File: src/rtl/jtag_idcode_reader.sv
// jtag_idcode_reader: host-side JTAG initiator that reads the 32-bit IDCODE
// of a target TAP. It walks Test-Logic-Reset -> Shift-DR -> Run-Test/Idle,
// shifts 32 TDO bits (LSB first) and reports them on idcode.
// Optional macro IDCODE_CHECK_EN: when defined, id_err flags a captured code
// with bit 0 clear or an all-ones code (stuck-high TDO / no target).
`timescale 1ns/1ps

module jtag_idcode_reader #(
  parameter int TCK_DIV = 2
) (
  input  logic        clk,
  input  logic        rst,
  input  logic        start,
  output logic        busy,
  output logic        done,
  output logic [31:0] idcode,
  output logic        id_err,
  output logic        tck,
  output logic        tms,
  output logic        tdi,
  input  logic        tdo
);

  typedef enum logic [2:0] {
    S_IDLE, S_TLR, S_NAV, S_SHIFT, S_EXIT, S_DONE
  } state_t;

  localparam logic [7:0] DIV_LAST = 8'(TCK_DIV - 1);

  state_t      state, state_n;
  logic [5:0]  cnt, cnt_n;
  logic [7:0]  div_cnt, div_n;
  logic        tck_n, tms_n;
  logic [5:0]  last_cnt;
  logic        term, rise, fall, load;
  logic [31:0] shreg;

  assign busy = (state == S_TLR) || (state == S_NAV) ||
                (state == S_SHIFT) || (state == S_EXIT);
  assign done = (state == S_DONE);
  assign tdi  = 1'b1;

  // Next-state, TCK phase and TMS decode; TMS only moves with the state,
  // which in turn only advances on TCK falling edges (or on start).
  always_comb begin
    state_n = state;
    cnt_n   = cnt;
    div_n   = div_cnt;
    tck_n   = tck;
    tms_n   = 1'b1;
    load    = 1'b0;

    term = (div_cnt == DIV_LAST);
    rise = term && !tck;
    fall = term && tck;

    case (state)
      S_TLR:   last_cnt = 6'd4;
      S_NAV:   last_cnt = 6'd3;
      S_SHIFT: last_cnt = 6'd31;
      default: last_cnt = 6'd1;
    endcase

    case (state)
      S_IDLE: begin
        if (start) begin
          state_n = S_TLR;
          cnt_n   = 6'd0;
          div_n   = 8'd0;
          tck_n   = 1'b0;
        end
      end
      S_DONE: state_n = S_IDLE;
      default: begin
        div_n = term ? 8'd0 : div_cnt + 8'd1;
        if (term) tck_n = ~tck;
        if (fall) begin
          if (cnt == last_cnt) begin
            cnt_n = 6'd0;
            case (state)
              S_TLR:   state_n = S_NAV;
              S_NAV:   state_n = S_SHIFT;
              S_SHIFT: state_n = S_EXIT;
              default: begin
                state_n = S_DONE;
                load    = 1'b1;
              end
            endcase
          end else begin
            cnt_n = cnt + 6'd1;
          end
        end
      end
    endcase

    // TMS for the TCK cycle that starts after this edge.
    case (state_n)
      S_NAV:   tms_n = (cnt_n == 6'd1);
      S_SHIFT: tms_n = (cnt_n == 6'd31);
      S_EXIT:  tms_n = (cnt_n == 6'd0);
      default: tms_n = 1'b1;
    endcase
  end

  // Control registers; rst clears every output, so a partial read never
  // reaches idcode.
  always_ff @(posedge clk) begin
    if (rst) begin
      state   <= S_IDLE;
      cnt     <= 6'd0;
      div_cnt <= 8'd0;
      tck     <= 1'b0;
      tms     <= 1'b1;
      idcode  <= 32'h0;
    end else begin
      state   <= state_n;
      cnt     <= cnt_n;
      div_cnt <= div_n;
      tck     <= tck_n;
      tms     <= tms_n;
      if (load) idcode <= shreg;
    end
  end

  // TDO capture on TCK rising edges in Shift-DR; LSB arrives first.
  always_ff @(posedge clk) begin
    if ((state == S_SHIFT) && rise) shreg <= {tdo, shreg[31:1]};
  end

`ifdef IDCODE_CHECK_EN
  // Integrity flag: IEEE 1149.1 codes end in 1; all ones means no target.
  always_ff @(posedge clk) begin
    if (rst)       id_err <= 1'b0;
    else if (load) id_err <= (shreg[0] == 1'b0) || (&shreg);
  end
`else
  assign id_err = 1'b0;
`endif

endmodule

File: config.mk
export PLATFORM = sky130hd
export DESIGN_NAME = jtag_idcode_reader
export DESIGN_NICKNAME = d
export VERILOG_FILES = /design/src/rtl/jtag_idcode_reader.sv
export SDC_FILE = /design/constraint.sdc
export NUM_CORES = 1
export LEC_CHECK = 0
export ABC_CLOCK_PERIOD_IN_PS = 3750
export CAP_MARGIN = 10
export CORE_MARGIN = 10
export CORE_UTILIZATION = 45
export DETAILED_ROUTE_END_ITERATION = 8
export MAX_ROUTING_LAYER = met4
export PLACE_DENSITY = 0.71
export SLEW_MARGIN = 20
export SYNTH_ARGS = -nofsm -noshare
export SYNTH_HDL_FRONTEND = slang
export SYNTH_SLANG_ARGS = --single-unit
File: constraint.sdc
create_clock -name clk -period 3.75 [get_ports clk]
set_input_delay 0.375 -clock clk [delete_from_list [all_inputs] [get_ports clk]]
set_output_delay 0.375 -clock clk [all_outputs]
set_load 0.005 [all_outputs]
**Word-level counts from Yosys, hierarchy flattened**

Index checks and enable logic that the tools add are counted.

- Reduce and logical (&&, ||, !) cells: 14
- Add/subtract/negate cells: 2
- Multiplexer cells: 21
- Bitwise gates (word level): 2
- Equal/unequal tests: 13

Operators by type and width:

| cell | count |
|---|---|
| $mux 6 | 3 |
| $mux 8 | 2 |
| $pmux 8 s2 | 1 |
| $pmux 5 s3 | 1 |
| $eq 3x2->1 const B | 4 |
| $pmux 6 s2 | 1 |
| $eq 3x3->1 const B | 3 |
| $mux 3 | 3 |
| $pmux 3 s3 | 1 |
| $add 8x1->8 const B | 1 |
| $eq 8x1->1 const B | 1 |
| $add 6x1->6 const B | 1 |
| $eq 6x1->1 const B | 1 |
| $eq 6x5->1 const B | 1 |
| $eq 6x6->1 | 1 |
| $logic_not 6->1 | 1 |
| $mux 1 | 6 |
| $pmux 3 s2 | 1 |
| $eq 3x1->1 const B | 1 |
| $logic_and 1x1->1 | 3 |
| $logic_not 3->1 | 1 |
| $logic_or 1x1->1 | 3 |
| $pmux 1 s3 | 1 |
| $reduce_and 3->1 | 1 |
| other kinds (8) | 9 |

- Register bits after elaboration: 83
- Input port bits: 4
- Logic and storage cells: 59
- Output and inout port bits: 38

**Longest topological paths before layout**

Gate-level depths: netlist of run 1.

- Word-level depth: 8
- Depth in mapped cells: 11
- Gate-level depth less buffers: 9

**Worst setup path after synthesis of run 1**

OpenSTA, ideal clock, no wires.

- Path type: flip-flop to flip-flop
- Start point: register div_cnt[0]
- End point: register tms
- Required time: 3.672 ns
- Period minus slack after synthesis: 2.668 ns
- Library setup time: 0.078 ns
- Cell stages (with the launch flop): 9
- Arrival time: 2.590 ns
- Path buffers: 1
- Slack: 1.082 ns
- Cell sequence: dfxtp_1 ha_1 or4b_1 buf_2 or3_1 or2_0 o311a_1 or4b_1 a32oi_1

- Longest elaborated chain between the ends: 6
- Elaborated cells on any way between the ends: 13
- Those cells by class: 6 x eq/ne; 5 x mux; 2 x reduce/logical

RTL lines:

| what | line | source |
|---|---|---|
| from (decl) | 32 | `logic [7:0] div_cnt, div_n;` |
| from (signal assigned) | 118 | `div_cnt <= div_n;` |
| $eq 8x1->1 (*) | 53 | `term = (div_cnt == DIV_LAST);` |
| $logic_and 1x1->1 (*) | 55 | `fall = term && tck;` |
| $mux 6 or $mux 3 (tied branches) | 77 | `if (fall) begin` |
| $pmux 6 s2 or $pmux 3 s2 (tied branches) | 64 | `case (state)` |
| $eq 6x5->1 (tied with other cells) | 99 | `S_SHIFT: tms_n = (cnt_n == 6'd31);` |
| $pmux 1 s3 (*) | 97 | `case (state_n)` |
| to (signal assigned) | 120 | `tms <= tms_n;` |
| to (decl) | 19 | `output logic tms,` |

Every way passes the cells marked *; elsewhere a longest branch is shown, timed or not.
A chain may end at the register's enable or synchronous reset.

**Worst setup path after layout of run 1**

- Start point: register div_cnt[0]
- End point: register idcode[30]

- Longest elaborated chain between the ends: 4

RTL lines:

| what | line | source |
|---|---|---|
| $eq 8x1->1 | 53 |  |
| $logic_and 1x1->1 | 55 |  |
| $mux 1 | 77 |  |
| $mux 1 | 64 |  |
| to (signal assigned) | 121 | `if (load) idcode <= shreg;` |
| to (decl) | 16 | `output logic [31:0] idcode,` |

Every way passes these cells.

==> results.py, run 1 <==
metrics = {
    "sta": {
        "setup-violations-final": 0,
        "worst_slew_pin_slew_ns": 0.6059,
        "fin_tns_setup_ns": 0,
        "min_period_ns": 2.948,
        "whs_ns": 0.4512,
        "slew_headroom_pct": 59.36,
        "clock_skew_ns": 0.01156,
        "rsz0062_at_grt": "no",
        "hold_viol_final": 0,
        "finalCritPeriodShare_pct": 78.61,
        "maxSlewViolCount": 0,
        "fmax_mhz": 339.2,
    },
    "drt": {
        "drt_iter0_markers": 138,
        "vias": 2476,
        "ant_nets": 0,
        "drtPass1Iterations": 6,
        "drc": 0,
        "wl_per_cell_um": 15.10,
        "wl_mm": 7.038,
        "avgViaCountPerCell": 5.313,
    },
    "critical_path": {
        "start_kind": "register",
        "cp_max_fo": 22,
        "rr_startpoint": "div_cnt[0]",
        "required_ns": 3.96,
        "r2r-end": "idcode[30]",
        "reg2reg_slack_ns": 0.80,
        "worstRegToRegCells": 8,
        "cp_data_arrival_time_ns": 3.16,
        "path_class": "reg -> reg",
        "end_kind": "register",
    },
    "clocking": {
        "cts_tree": "built",
        "clk_path_buf_depth": 2,
        "cts_resized": 0,
        "cts-htree-levels": 3,
        "cts-hold-fix-buffers": 0,
        "clockRootBuffer": "clkbuf_8",
        "path_clk_slew_ns": 0.09,
        "clock_latency_ns": 0.35,
        "cts_sinks": 83,
        "cts_made_buffers": 9,
        "postCtsSetupBuffers": 0,
    },
    "global_routing": {
        "grt_pass1_vias": 2359,
        "grt_max_degree": 35,
        "grt_pass1_wl_mm": 11.67,
        "antenna_found_initial": 0,
        "grt_overflow": 0,
        "grt_usage_pct": 13.15,
    },
    "power_and_ir_drop": {
        "internal_power_uw": 1260,
        "share_clk_of_total_power_pct": 38.9,
        "p_switching_uw": 381.1,
        "powerDensity_nw_per_um2": 415.2,
        "p_comb_share_pct": 3.8,
        "swShare_pct": 23.22,
        "peakVddDrop_v": 0.0002306,
        "power_frac_seq_pct": 57.3,
        "power.leakage_uw": 0.001277,
    },
    "placed_design": {
        "dp.cells": 450,
        "hpwl_mm": 4.705,
        "port-buffer-count": 39,
        "place.gp.congestion": 0.9564,
    },
    "die": {
        "core_um2": 7176,
        "fp.dieH_um": 105.5,
        "dieArea_um2": 11140,
        "die_w_um": 105.5,
        "fp-row-count": 31,
        "io_pins": 42,
        "initial_core_util_pct": 45.89,
    },
    "synthesis": {
        "synth_edf_count": 32,
        "syn_area_per_cell_um2": 9.979,
        "synth.cell_area_um2": 3293,
        "seq_area_frac_synth_pct": 60.18,
        "async_flop_share_pct": 0,
        "syn-instance-count": 330,
        "synth_warnings": 0,
        "yosys.area.top_type": "dfxtp_1",
        "syn_nets": 337,
        "synth_top_area_share_pct": 31.00,
        "synth_area_leaders": "dfxtp_1 31%, edfxtp_1 29%, nand2_1 8.3%",
        "synth_ff_type": "dfxtp_1",
        "ys_types": 48,
        "ys_ff_latch": 83,
    },
    "cells_and_area": {
        "utilization_pct": 55.07,
        "multiInputGateArea_um2": 1209,
        "n_fill_cell": 625,
        "syn_to_final_growth_pct": 19.98,
        "diodes": 0,
        "seq_area_um2": 1982,
        "final_cell_mix": "73 x nand2_1, 51 x dfxtp_1, 39 x clkdlybuf4s50_1",
        "fin_nets": 369,
        "final_cells": 466,
        "drive_gt1_share_pct": 5.722,
        "final_common_cell": "nand2_1",
    },
    "hold_path": {
        "hold_start": "idcode[2]",
        "min_delay_path_depth": 2,
        "hp-class": "reg -> reg",
        "hold-path-endpoint": "idcode[2]",
    },
    "flow_run": {
        "cap_violations": 0,
    },
    "run_status": {
        "status": "finished clean",
    },
}
==> cells in the mapped netlist, types with 2 or more instances <==
cell type	instances
a211oi_1	4
a21oi_1	38
and2_1	2
and3_1	3
buf_4	2
clkbuf_1	18
conb_1	2
dfxtp_1	51
edfxtp_1	32
ha_1	3
inv_1	3
nand2_1	73
nand2b_1	2
nand3_1	8
nand4_1	4
nand4b_1	2
nor2_1	21
nor2b_1	7
nor3_1	5
nor3b_1	2
nor4_1	2
o2111a_1	2
o21bai_1	4
o22ai_1	2
or3_1	4
or4b_1	3
xnor2_1	4
xor2_1	7
==> power groups by stage <==
stage / Clock (uW) / Combinational (uW) / Sequential, uW
3_3_place_gp: 0 / 62.6 / 961
3_5_place_dp: 0 / 61.9 / 961
5_1_grt: 687 / 70.8 / 941
4_1_cts: 653 / 62.3 / 940
2_1_floorplan: 0 / 49.2 / 958
6_report: 638 / 62.9 / 940
==> through the flow <==
| step | setup WS [ns] | cell area (um2) | power [uW] |
|---|---|---|---|
| 2_1_floorplan | 1.082 | 3293 | 1007 |
| 3_3_place_gp | 0.9114 | 3746 | 1023 |
| 3_5_place_dp | 0.8315 | 3746 | 1023 |
| 4_1_cts | 0.8284 | 3951 | 1655 |
| 5_1_grt | 0.5788 | 3951 | 1699 |
| 6_report | 0.8022 | 3951 | 1641 |
==> routing by layer <==
layer  GRT usage (%)  vias up  share of wire, %
met4           3.675        0              0.81
met3           3.898        5               5.7
met2           19.07       78                46
met5               -        -                 0
met1           17.46     1180                47
li1                -     1213                 -
==> sequential cells by signal, indices dropped and copies added, names as in the netlist <==
name     count
div_cnt      8
state        3
cnt          6
tms          1
shreg       32
tck          1
idcode      32
==> critical path: stages (launching register included) <==
cell	delay (ns)
dfxtp_1	0.39
ha_1	0.16
or4b_1	0.56
a211oi_1	0.33
o2111a_1	0.40
nand3_1	0.43
buf_4	0.39
nand2_1	0.09
a21oi_1	0.06
==> logic make-up after synthesis <==
group | count (synthesis) | share of synthesized area (%)
simple gates | 143 | 20.33
flops | 83 | 60.18
compound gates | 62 | 11.78
buf+inv | 25 | 3.115
xor+xnor | 11 | 2.925
fa+ha+maj | 3 | 1.140
other cells | 2 | 0.2280
mux | 1 | 0.3040
==> how the worst max path moves through the flow <==
stage / slack (ns) / endpoint / from
2_1_floorplan: 1.08 / tms / div_cnt[0]
3_3_place_gp: 0.91 / idcode[13] / div_cnt[0]
3_5_place_dp: 0.83 / idcode[31] / div_cnt[0]
4_1_cts: 0.83 / idcode[30] / div_cnt[0]
5_1_grt: 0.58 / idcode[1] / div_cnt[0]
6_report: 0.80 / idcode[30] / div_cnt[0]
==> layout make-up <==
| class | instances | share of cell area (%) |
|---|---|---|
| Multi-Input combinational cell | 222 | 30.59 |
| Sequential cell | 83 | 50.16 |
| Clock inverter | 5 | 1.077 |
| Clock buffer | 11 | 4.117 |
| Timing Repair Buffer | 43 | 10.64 |
| Tap cell | 99 | 3.135 |
| Inverter | 3 | 0.2850 |
No activity file was read; power rests on OpenSTA's default activity.
==> inputs of run 2 (changes only) <==
ABC_CLOCK_PERIOD_IN_PS = 2900   (was 3750)
clock period = 2.9 ns   (was 3.75 ns; I/O delays follow)
==> results.py, run 2 (same netlist as run 1, synthesis figures left out) <==
metrics = {
    "cells_and_area": {
        "fin_nets": 373,
        "utilization_pct": 56.22,
        "final_cell_mix": "73 x nand2_1, 50 x dfxtp_1, 39 x clkdlybuf4s50_1",
        "syn_to_final_growth_pct": 22.49,
        "top_regs": "idcode: 32 flops, shreg: 32 flops, div_cnt: 8 flops",
        "diodes": 0,
        "final_cells": 470,
        "final_common_cell": "nand2_1",
        "drive_gt1_share_pct": 8.086,
    },
    "die": {
        "core_um2": 7176,
        "dieArea_um2": 11140,
        "die_w_um": 105.5,
        "initial_core_util_pct": 45.89,
        "fp-row-count": 31,
        "fp.dieH_um": 105.5,
        "io_pins": 42,
    },
    "sta": {
        "hold_viol_final": 0,
        "slew_headroom_pct": 56.66,
        "whs_ns": 0.4504,
        "setup-violations-final": 0,
        "rsz0062_at_grt": "no",
        "fmax_mhz": 366.4,
        "maxSlewViolCount": 0,
        "fin_tns_setup_ns": 0,
        "min_period_ns": 2.729,
        "worst_slew_pin_slew_ns": 0.6487,
        "finalCritPeriodShare_pct": 94.11,
        "clock_skew_ns": 0.01021,
    },
    "critical_path": {
        "path_cells": "inv_1, ha_1, or4b_1, or3_1, or2_0, o311a_1, or4b_1, a32oi_1",
        "path_class": "reg -> reg",
        "cp_max_fo": 4,
        "start_kind": "register",
        "crit_top_cell": "or4b_1",
        "cp_slowest_cell": "or4b_1",
        "reg2reg_slack_ns": 0.17,
        "crit_path_max_incr_delay_ns": 0.53,
        "required_ns": 3.18,
        "cp_data_arrival_time_ns": 3.01,
        "end_kind": "register",
    },
    "run_status": {
        "status": "finished clean",
    },
    "clocking": {
        "cts-hold-fix-buffers": 0,
        "cts_made_buffers": 9,
        "postCtsSetupBuffers": 0,
        "path_clk_slew_ns": 0.09,
        "clk_path_buf_depth": 2,
        "cts_tree": "built",
        "clock_latency_ns": 0.36,
        "cts_sinks": 83,
        "clockRootBuffer": "clkbuf_8",
        "cts_resized": 0,
        "cts-htree-levels": 3,
    },
    "global_routing": {
        "grt_pass1_vias": 2350,
        "grt_max_degree": 35,
        "grt_pass1_wl_mm": 11.47,
        "grt_usage_pct": 12.89,
        "antenna_found_initial": 0,
        "grt_overflow": 0,
    },
    "flow_run": {
        "cap_violations": 0,
    },
    "placed_design": {
        "dp.cells": 454,
        "place.gp.congestion": 0.9336,
        "port-buffer-count": 39,
        "hpwl_mm": 4.654,
    },
    "hold_path": {
        "hp-class": "reg -> reg",
    },
    "drt": {
        "wl_mm": 6.955,
        "ant_nets": 0,
        "vias": 2450,
        "wl_per_cell_um": 14.80,
        "drt_iter0_markers": 150,
        "drtPass1Iterations": 4,
        "drc": 0,
        "avgViaCountPerCell": 5.213,
    },
    "power_and_ir_drop": {
        "powerDensity_nw_per_um2": 556.2,
        "peakVddDrop_v": 0.0004559,
        "power.leakage_uw": 0.001316,
    },
}
-- run 2: cell count changes in the layout (fill, tap and decap cells not counted), moves of 2 or more --
| cell | delta |
|---|---|
| buf_4 | +3 |
| bufinv_16 | +2 |
| clkinv_4 | -3 |
| inv_6 | +2 |
-- run 2: final timing paths --
| check | from | to | depth (start not counted) |
|---|---|---|---|
| setup reg to reg | div_cnt[1] | tms | 8 |
| setup / recovery | div_cnt[1] | tms | 8 |
| hold / removal | shreg[7] | shreg[6] | 0 |
| hold reg to reg | shreg[7] | shreg[6] | 0 |
-- run 2: per-layer routing --
metal / vias up / part of all wire, % / wire length (um) / global-route usage, %
li1: 1218 / - / - / -
met1: 1162 / 47 / 3267 / 16.08
met2: 62 / 47 / 3259 / 19.38
met3: 8 / 4.6 / 317 / 3.776
met4: 0 / 1.6 / 110 / 4.932
met5: - / 0 / 0 / -
-- run 2: power breakdown --
group	internal [uW]	total, uW	leakage (uW)	switching, uW
combinational	32.3	85.6	0.000503	53.3
sequential	1210	1220	0.000699	9.95
clock	517	942	0.000114	425
-- run 2: metrics by stage --
| step | cell area [um2] | setup WS [ns] | total power, uW |
|---|---|---|---|
| floorplan | 3293 | 0.2316 | 1302 |
| global placement | 3789 | 0.2288 | 1324 |
| detailed placement | 3789 | 0.1565 | 1325 |
| CTS | 4020 | 0.1268 | 2269 |
| global route | 4034 | 0.01310 | 2319 |
| finish | 4034 | 0.1708 | 2244 |
-- run 2: cell type report --
type | count | area, um2
clock inverters | 6 | 93.84
well taps | 99 | 123.9
flip-flops and latches | 83 | 1983
repair buffers | 47 | 462.9
clock buffers | 10 | 137.6
inverters | 3 | 11.26
fillers | 605 | 3142
multi-input cells | 222 | 1221
-- run 2: worst max-delay path, delay by kind of cell, from the launching register on --
| family | cells | cell delay [ns] |
|---|---|---|
| flip-flops | 1 | 0.34 |
| AO/OA/AOI/OAI | 2 | 0.48 |
| AND/OR/NAND/NOR | 4 | 1.66 |
| buffers and inverters | 1 | 0.06 |
| adder cells (fa/ha/maj) | 1 | 0.12 |
